$ cat src/rtl/alu_disp_pkg.sv
// alu_disp_pkg: opcode encodings, flag bit positions and the hex 7-segment font
// shared by the ALU and the display scanner.
package alu_disp_pkg;

    localparam logic [3:0] OP_AND = 4'b0001;
    localparam logic [3:0] OP_OR  = 4'b0010;
    localparam logic [3:0] OP_XOR = 4'b0011;
    localparam logic [3:0] OP_NOT = 4'b0100;
    localparam logic [3:0] OP_ADD = 4'b0101;
    localparam logic [3:0] OP_SUB = 4'b1001;
    localparam logic [3:0] OP_CMP = 4'b1011;
    localparam logic [3:0] OP_MOV = 4'b1101;

    localparam int unsigned FLAG_C = 3;
    localparam int unsigned FLAG_F = 2;
    localparam int unsigned FLAG_Z = 1;
    localparam int unsigned FLAG_N = 0;

    localparam logic [6:0] SEG_BLANK = 7'b1111111;

    // Segment pattern abcdefg (a in the MSB), active-low.
    function automatic logic [6:0] seg_font(input logic [3:0] nib);
        logic [6:0] seg;
        case (nib)
            4'h0:    seg = 7'b0000001;
            4'h1:    seg = 7'b1001111;
            4'h2:    seg = 7'b0010010;
            4'h3:    seg = 7'b0000110;
            4'h4:    seg = 7'b1001100;
            4'h5:    seg = 7'b0100100;
            4'h6:    seg = 7'b0100000;
            4'h7:    seg = 7'b0001111;
            4'h8:    seg = 7'b0000000;
            4'h9:    seg = 7'b0000100;
            4'hA:    seg = 7'b0001000;
            4'hB:    seg = 7'b1100000;
            4'hC:    seg = 7'b0110001;
            4'hD:    seg = 7'b1000010;
            4'hE:    seg = 7'b0110000;
            default: seg = 7'b0111000;
        endcase
        return seg;
    endfunction

endpackage

$ cat src/rtl/alu_disp_seg7_scan.sv
// seg7_scan: free-running refresh counter, digit mux and font lookup for a
// 4-digit multiplexed display; anodes and cathodes leave the block registered.
// Build option: DISP_BLANK_LZ_EN blanks digits above the highest nonzero nibble.
module seg7_scan
    import alu_disp_pkg::*;
#(
    parameter int unsigned SCAN_BITS = 16
) (
    input  logic        clk,
    input  logic        reset,
    input  logic [15:0] value,
    output logic [1:7]  cath,
    output logic [3:0]  an
);

    logic [SCAN_BITS-1:0] cnt_q, cnt_d;
    logic [3:0]           an_q, an_d;
    logic [6:0]           cath_q, cath_d;
    logic [1:0]           sel;
    logic [3:0]           nibble;
    logic                 blank;

    always_comb begin
        sel    = cnt_q[SCAN_BITS-1 -: 2];
        nibble = value[{sel, 2'b00} +: 4];
        blank  = 1'b0;
`ifdef DISP_BLANK_LZ_EN
        // Digit 0 is never blanked so that a zero value still shows "0".
        blank  = (sel != 2'd0) && ((value >> {sel, 2'b00}) == '0);
`endif
        cnt_d  = cnt_q + SCAN_BITS'(1);
        an_d   = ~(4'b0001 << sel);
        cath_d = blank ? SEG_BLANK : seg_font(nibble);
        if (reset) begin
            cnt_d  = '0;
            an_d   = '1;
            cath_d = '1;
        end
    end

    always_ff @(posedge clk) begin
        cnt_q  <= cnt_d;
        an_q   <= an_d;
        cath_q <= cath_d;
    end

    assign an   = an_q;
    assign cath = cath_q;

endmodule

$ cat src/rtl/alu_disp_core.sv
// alu_disp_core: combinational ALU with {C,F,Z,N} flags and a scanned 4-digit
// hex display of the result. Build option: DISP_BLANK_LZ_EN (leading-zero blanking).
module alu_disp_core
    import alu_disp_pkg::*;
#(
    parameter int unsigned WIDTH     = 16,
    parameter int unsigned SCAN_BITS = 16
) (
    input  logic             clk,
    input  logic             reset,
    input  logic [WIDTH-1:0] a,
    input  logic [WIDTH-1:0] b,
    input  logic [3:0]       aluc,
    output logic [WIDTH-1:0] rout,
    output logic [3:0]       flags,
    output logic [1:7]       cath,
    output logic [3:0]       an
);

    logic [WIDTH:0]   sum;
    logic [WIDTH:0]   diff;
    logic [WIDTH-1:0] res;
    logic             c_flag;
    logic             f_flag;
    logic             op_valid;

    always_comb begin
        sum      = {1'b0, a} + {1'b0, b};
        diff     = {1'b0, a} - {1'b0, b};
        res      = '0;
        c_flag   = 1'b0;
        f_flag   = 1'b0;
        op_valid = 1'b1;
        case (aluc)
            OP_AND: res = a & b;
            OP_OR:  res = a | b;
            OP_XOR: res = a ^ b;
            OP_NOT: res = ~a;
            OP_ADD: begin
                res    = sum[WIDTH-1:0];
                c_flag = sum[WIDTH];
                f_flag = (a[WIDTH-1] == b[WIDTH-1]) && (res[WIDTH-1] != a[WIDTH-1]);
            end
            OP_SUB, OP_CMP: begin
                // The extra MSB of the zero-extended difference is the borrow.
                res    = diff[WIDTH-1:0];
                c_flag = diff[WIDTH];
                f_flag = (a[WIDTH-1] != b[WIDTH-1]) && (res[WIDTH-1] != a[WIDTH-1]);
            end
            OP_MOV: res = b;
            default: op_valid = 1'b0;
        endcase

        flags = '0;
        if (op_valid) begin
            flags[FLAG_C] = c_flag;
            flags[FLAG_F] = f_flag;
            flags[FLAG_Z] = (res == '0);
            flags[FLAG_N] = res[WIDTH-1];
        end
    end

    assign rout = res;

    seg7_scan #(
        .SCAN_BITS(SCAN_BITS)
    ) u_scan (
        .clk   (clk),
        .reset (reset),
        .value (res[15:0]),
        .cath  (cath),
        .an    (an)
    );

endmodule

$ cat config.mk
export PLATFORM = sky130hd
export DESIGN_NAME = alu_disp_core
export DESIGN_NICKNAME = d
export VERILOG_FILES = /design/src/rtl/alu_disp_pkg.sv /design/src/rtl/alu_disp_seg7_scan.sv /design/src/rtl/alu_disp_core.sv
export SDC_FILE = /design/constraint.sdc
export NUM_CORES = 1
export LEC_CHECK = 0
export ABC_AREA = 1
export CORE_MARGIN = 1.5
export CORE_UTILIZATION = 48
export CTS_CLUSTER_SIZE = 10
export DETAILED_ROUTE_END_ITERATION = 10
export DONT_BUFFER_PORTS = 1
export GPL_TIMING_DRIVEN = 0
export HOLD_SLACK_MARGIN = 0.06
export MAX_ROUTING_LAYER = met4
export PLACE_DENSITY_LB_ADDON = 0.15
export SYNTH_ARGS = -nofsm -noshare
export SYNTH_HDL_FRONTEND = slang
export SYNTH_SLANG_ARGS = --single-unit
$ cat constraint.sdc
create_clock -name clk -period 3.2 [get_ports clk]
set_input_delay 0.64 -clock clk [delete_from_list [all_inputs] [get_ports clk]]
set_output_delay 0.64 -clock clk [all_outputs]
set_load 0.02 [all_outputs]
After elaboration in Yosys (flattened, before gate mapping)
Memory sizes are Yosys's and may differ from the RTL's. A register that Yosys moved wholly into a read port is not among the register bits.
Cells that the tools add are included.
- memories: 1
- output and inout port bits: 31
- bits in latches: 0
- bits in writable memories: 0
- bits in read-only memories: 112
- input port bits: 38
- word-level logic and storage cells: 35
- bits in registers: 20
- memories (memory ; words ; bits a word ; read ports ; clocked after Yosys merged registers in ; write ports ; line ; text):
    (no name shown) ; 16 ; 7 ; 1 ; 1 ; 0 ; alu_disp_pkg.sv:24 ; case (nib)
- shifts and indexed selects: 2
- $add $sub $neg: 3
- magnitude comparators: 0
- reductions and logical operators: 5
- div/mod/pow operators: 0
- eq/ne operators: 12
- multiply operators: 0
- bitwise gates (word level): 5
- mux-type cells: 5
- operators by type and width (kind ; count):
    $pmux W16 S7 ; 1
    $add A16 B16 Y17 ; 1
    $sub A16 B16 Y17 ; 1
    $add A16 B1 Y16 const B ; 1
    $and A16 B16 Y16 ; 1
    $logic_not A16 Y1 ; 1
    $not A16 Y16 ; 1
    $or A16 B16 Y16 ; 1
    $shiftx A16 B5 Y4 ; 1
    $xor A16 B16 Y16 ; 1
    $eq A4 B4 Y1 const B ; 3
    $eq A4 B2 Y1 const B ; 2
    $eq A4 B3 Y1 const B ; 2
    $reduce_or A8 Y1 ; 1
    $eq A4 B1 Y1 const B ; 1
    $mux W4 ; 1
    $not A4 Y4 ; 1
    $pmux W1 S2 ; 2
    $shl A1 B2 Y4 const A ; 1
    $ne A1 B1 Y1 ; 3
    $logic_and A1 B1 Y1 ; 2
    $reduce_or A2 Y1 ; 1
    $eq A1 B1 Y1 ; 1
    $mux W1 ; 1

Logic depth before layout (Yosys ltp)
- word-level depth: 5
- mapped depth: 23
- depth with buffers taken out: 22

Cells and area by module
A second synthesis with hierarchy kept.
- cells, all modules: 798
- area, all modules: 4513.1 um2
- by module, submodules not included (module ; area an instance (um2) ; times used ; cells each ; sequential area each (um2)):
    alu_disp_core ; 3037.9 ; 1 ; 583 ; 0.0
    seg7_scan ; 1475.2 ; 1 ; 215 ; 540.5

Worst setup path after synthesis
OpenSTA, ideal clock, no wires.
- path kind: input-to-output
- start: input a[0]
- end: output flags[1]
- stages on the path: 16
- setup slack: -0.173 ns
- data required time: 2.560 ns
- buffers on the path: 0
- arrival time: 2.733 ns
- cell sequence: ha_1 > inv_1 > fa_1 > inv_1 > nand3_1 > nand2_1 > nand2_1 > nand2_1 > nand2_1 > nand2_1 > nand2_1 > nand3_1 > nand3_1 > nor4_1 > nand2_1 > nor2_1
- cells in the longest elaborated chain, start to end: 4
- elaborated cells between the ends (all ways): 9
- ends and longest elaborated chain (element ; line ; text):
    from (decl) ; alu_disp_core.sv:11 ; input logic [WIDTH-1:0] a,
    $sub A16 B16 Y17 or $add A16 B16 Y17 (tied branches) ; alu_disp_core.sv:29, alu_disp_core.sv:28 ;
    $pmux W16 S7 * ; alu_disp_core.sv:34 ; case (aluc)
    named net rout[12] ; alu_disp_core.sv:14 ; output logic [WIDTH-1:0] rout,
    $logic_not A16 Y1 * ; alu_disp_core.sv:58 ; flags[FLAG_Z] = (res == '0);
    $mux W4 * ; alu_disp_core.sv:55 ; if (op_valid) begin
    to (decl) ; alu_disp_core.sv:15 ; output logic [3:0] flags,
Mark *: on every way through the listed nets, which the timed path passes. The rest lies on a longest branch.

Worst setup path after layout
- start: input a[1]
- end: output flags[1]
- cells in the longest elaborated chain, start to end: 4
- elaborated cells between the ends (all ways): 9
- ends and longest elaborated chain (element ; line ; text):
    $sub A16 B16 Y17, or another cell as far along ; alu_disp_core.sv:29 ; diff = {1'b0, a} - {1'b0, b};
    $pmux W16 S7 * ; alu_disp_core.sv:34 ;
    $logic_not A16 Y1 * ; alu_disp_core.sv:58 ;
    $mux W4 * ; alu_disp_core.sv:55 ;
Every way passes the cells marked *; elsewhere a longest branch is shown, timed or not.

==> flow_metrics.env <==
export IMPL_grt_overflow=0
export IMPL_synth_top_area_cell="nand2_1"
export IMPL_synth_cell_types=47
export IMPL_status="complete, but fails checks"
export IMPL_portBuffers=0
export IMPL_whs_ns=0.447
export IMPL_violations="negative setup slack"
export IMPL_clock_path_buffers=2
export IMPL_worst_slew_pin_slew_ns=0.691
export IMPL_syn_area_sq_mm=0.00467
export IMPL_crit_path_top_delay_cell="fa_2"
export IMPL_critPathMaxFanout=4
export IMPL_n_fill_cell=999
export IMPL_cts_tree="done"
export IMPL_fin_skew_ns=0.00204
export IMPL_die_area_sq_mm=0.0103
export IMPL_whs_endpoint="u_scan.cnt_q[0]"
export IMPL_core_sq_mm=0.00933
export IMPL_maxSlewHeadroom=0.536
export IMPL_dr_pass1_iters=5
export IMPL_drv_cap=0
export IMPL_rr_worst_depth=11
export IMPL_vias=5328
export IMPL_rows=35
export IMPL_start_util=0.500
export IMPL_ir_worst_vdd_uv=251
export IMPL_root_buffer="clkbuf_8"
export IMPL_r2r_end="u_scan.cath[4]"
export IMPL_gr_usage_all_layers=0.325
export IMPL_r2r_start="u_scan.cnt_q[14]"
export IMPL_final_core_util=0.582
export IMPL_syn_area_per_cell_sq_um=5.78
export IMPL_nets=931
export IMPL_n_antenna_cell=0
export IMPL_clk_pin_slew_ns=0.09
export IMPL_worstPathArrival_ns=2.75
export IMPL_hold_viol=0
export IMPL_powerDensity_mw_per_mm2=248
export IMPL_totalWireLength_microns=16600
export IMPL_ant_nets=0
export IMPL_grt_first_pass_wirelength_microns=25000
export IMPL_min_from="u_scan.cnt_q[0]"
export IMPL_dp_hpwl_microns=13100
export IMPL_cp_required_ns=2.56
export IMPL_drv_slew=0
export IMPL_min_period_ns=3.39
export IMPL_syn_nets=908
export IMPL_synth_edf_count=0
export IMPL_synthTopCellsByCount="215 x nand2_1, 137 x inv_1, 83 x nand3_1"
export IMPL_max_freq_ghz=0.295
export IMPL_netlist_area_leader_share=0.173
export IMPL_drt_iter0_drc=305
export IMPL_async_flop_share=0
export IMPL_synth_most_common_cell="nand2_1"
export IMPL_antenna_found_initial=0
export IMPL_crit_top_cell="nand2_1"
export IMPL_clkLatencyLatePin_ns=0.27
export IMPL_area_growth_synth_to_final_pct=16.3
export IMPL_multi_input_area_sq_mm=0.00375
export IMPL_boundaryPins=69
export IMPL_critPathTopFamily="simple AND/OR/NAND/NOR gates"
export IMPL_vias_per_cell=5.56
export IMPL_slowest_delay_ns=0.42
export IMPL_fin_crit_sh=1.06
export IMPL_grt_max_degree=17
export IMPL_netlist_instances=808
export IMPL_ys_flop_type="dfxtp_1"
export IMPL_setup_ws_ns=-0.195
export IMPL_r2r_slack_ns=0.68
export IMPL_remaining_drc_errors=0
export IMPL_cts_inserted_buffers=3
export IMPL_endpoint_kind="output port"
export IMPL_path_buf_inv=2
export IMPL_crit_chain="clkinvlp_4, fa_2, inv_2, nand2_2, a31oi_1, nand2_1, nor2_2, nand2_1, nor2_1, nand3b_1, nor3_4, nand4_1, nor2_4"
export IMPL_die_w_microns=102
export IMPL_fin_area_sq_mm=0.00543
export IMPL_place_ws_ns=-0.692
export IMPL_gp_congestion=1.00
export IMPL_hold_depth=1
export IMPL_regArea_sq_um=541
export IMPL_drive_above_1_share=0.188
export IMPL_yosys_warnings=0
export IMPL_crit_type="primary input to output port"
export IMPL_place_area_sq_mm=0.00485
export IMPL_setup_violations=1
export IMPL_grt_pass1_vias=4937
export IMPL_synth_area_leaders="nand2_1 17%, ha_1 16%, dfxtp_1 12%"
export IMPL_avgRoutedWirePerCell_microns=17.3
export IMPL_hold_buffers=0
export IMPL_rsz0062_at_grt="true"
export IMPL_die_y_microns=102
export IMPL_ys_seq_area_frac=0.116
export IMPL_clock_sinks=27
export IMPL_leakage_nw=2.87
export IMPL_ys_ff_latch=27
export IMPL_min_path_type="register to register"
export IMPL_cts_htree_levels=1
export IMPL_start_kind="primary input"
-- worst max path at each step --
stage	startpoint	end	slack (ns)	depth (start not counted)
finish	a[1]	flags[1]	-0.19	13
global route	b[4]	flags[1]	-0.29	14
CTS	a[0]	flags[1]	-0.14	14
detailed placement	a[0]	flags[1]	-0.69	14
global placement	a[0]	flags[1]	-0.71	14
floorplan	a[0]	flags[1]	0.02	16
-- flip-flops by register name, indices dropped and copies added (netlist names) --
signal	cells
u_scan.an	4
u_scan.cath	7
u_scan.cnt_q	16
-- per-layer routing --
metal | wire (microns) | track usage | part of all wire
met5 | 0 | - | 0
met4 | 396 | 0.114 | 0.024
met3 | 1430 | 0.0524 | 0.086
met2 | 7820 | 0.533 | 0.47
met1 | 6970 | 0.403 | 0.42
-- where the power goes --
group,switching (mW),internal (mW)
clock,0.106,0.0883
sequential,0.0231,0.353
combinational,0.512,0.262
-- layout by cell type (no fill, tap or decap), types with 4 or more instances in the layout --
cell type   Yosys  final
a21oi_1        34     34
buf_4           4     20
inv_1         137    130
nand4_1        16     16
nor2_4          2      5
nand2_4         3      6
nand2_2        11     16
nand3_2         7     15
nor2_2          9     17
nand2_1       215    207
o21ai_0        14     13
ha_4            0      4
nor2_1         73     62
ha_1           60     55
nand3_1        83     65
nor3_1         15     12
o21bai_1        5      5
clkinvlp_4      0      4
inv_2          14     15
dfxtp_1        27     27
buf_2          11      7
inv_4           1      4
nand3_4         0     10
buf_6           4      7
o22ai_1        23     23
-- cell type report --
class | count | area share
multi-input cells | 605 | 0.691
inverters | 155 | 0.114
flip-flops and latches | 27 | 0.0995
well taps | 129 | 0.0297
plain buffers | 21 | 0.0286
repair buffers | 18 | 0.0279
clock buffers | 3 | 0.00760
clock inverters | 1 | 0.00138
-- repair_timing --
item                                    in CTS  in global routing
pin swaps                                   22                 20
gates resized for setup                     49                 43
endpoints found under the setup margin       8                  7
setup buffers                               13                  4
cloned                                       0                  1
-- cell families (layout without fill, tap and decap cells) --
kind of cell,after synthesis,in the layout,share of synthesized area
AO/OA/AOI/OAI,95,95,0.122
adder cells (fa/ha/maj),62,62,0.169
buffers and inverters,176,198,0.156
flip-flops,27,27,0.116
XOR/XNOR,3,3,0.00563
AND/OR/NAND/NOR,445,445,0.431
-- stage by stage --
step	setup TNS (ns)	std cells	power [mW]
floorplan	0	808	0.878
global placement	-2.74	937	1.02
detailed placement	-2.89	937	1.03
CTS	-0.140	954	1.28
global route	-0.348	959	1.44
finish	-0.195	959	1.34
No activity file was read; power rests on OpenSTA's default activity.
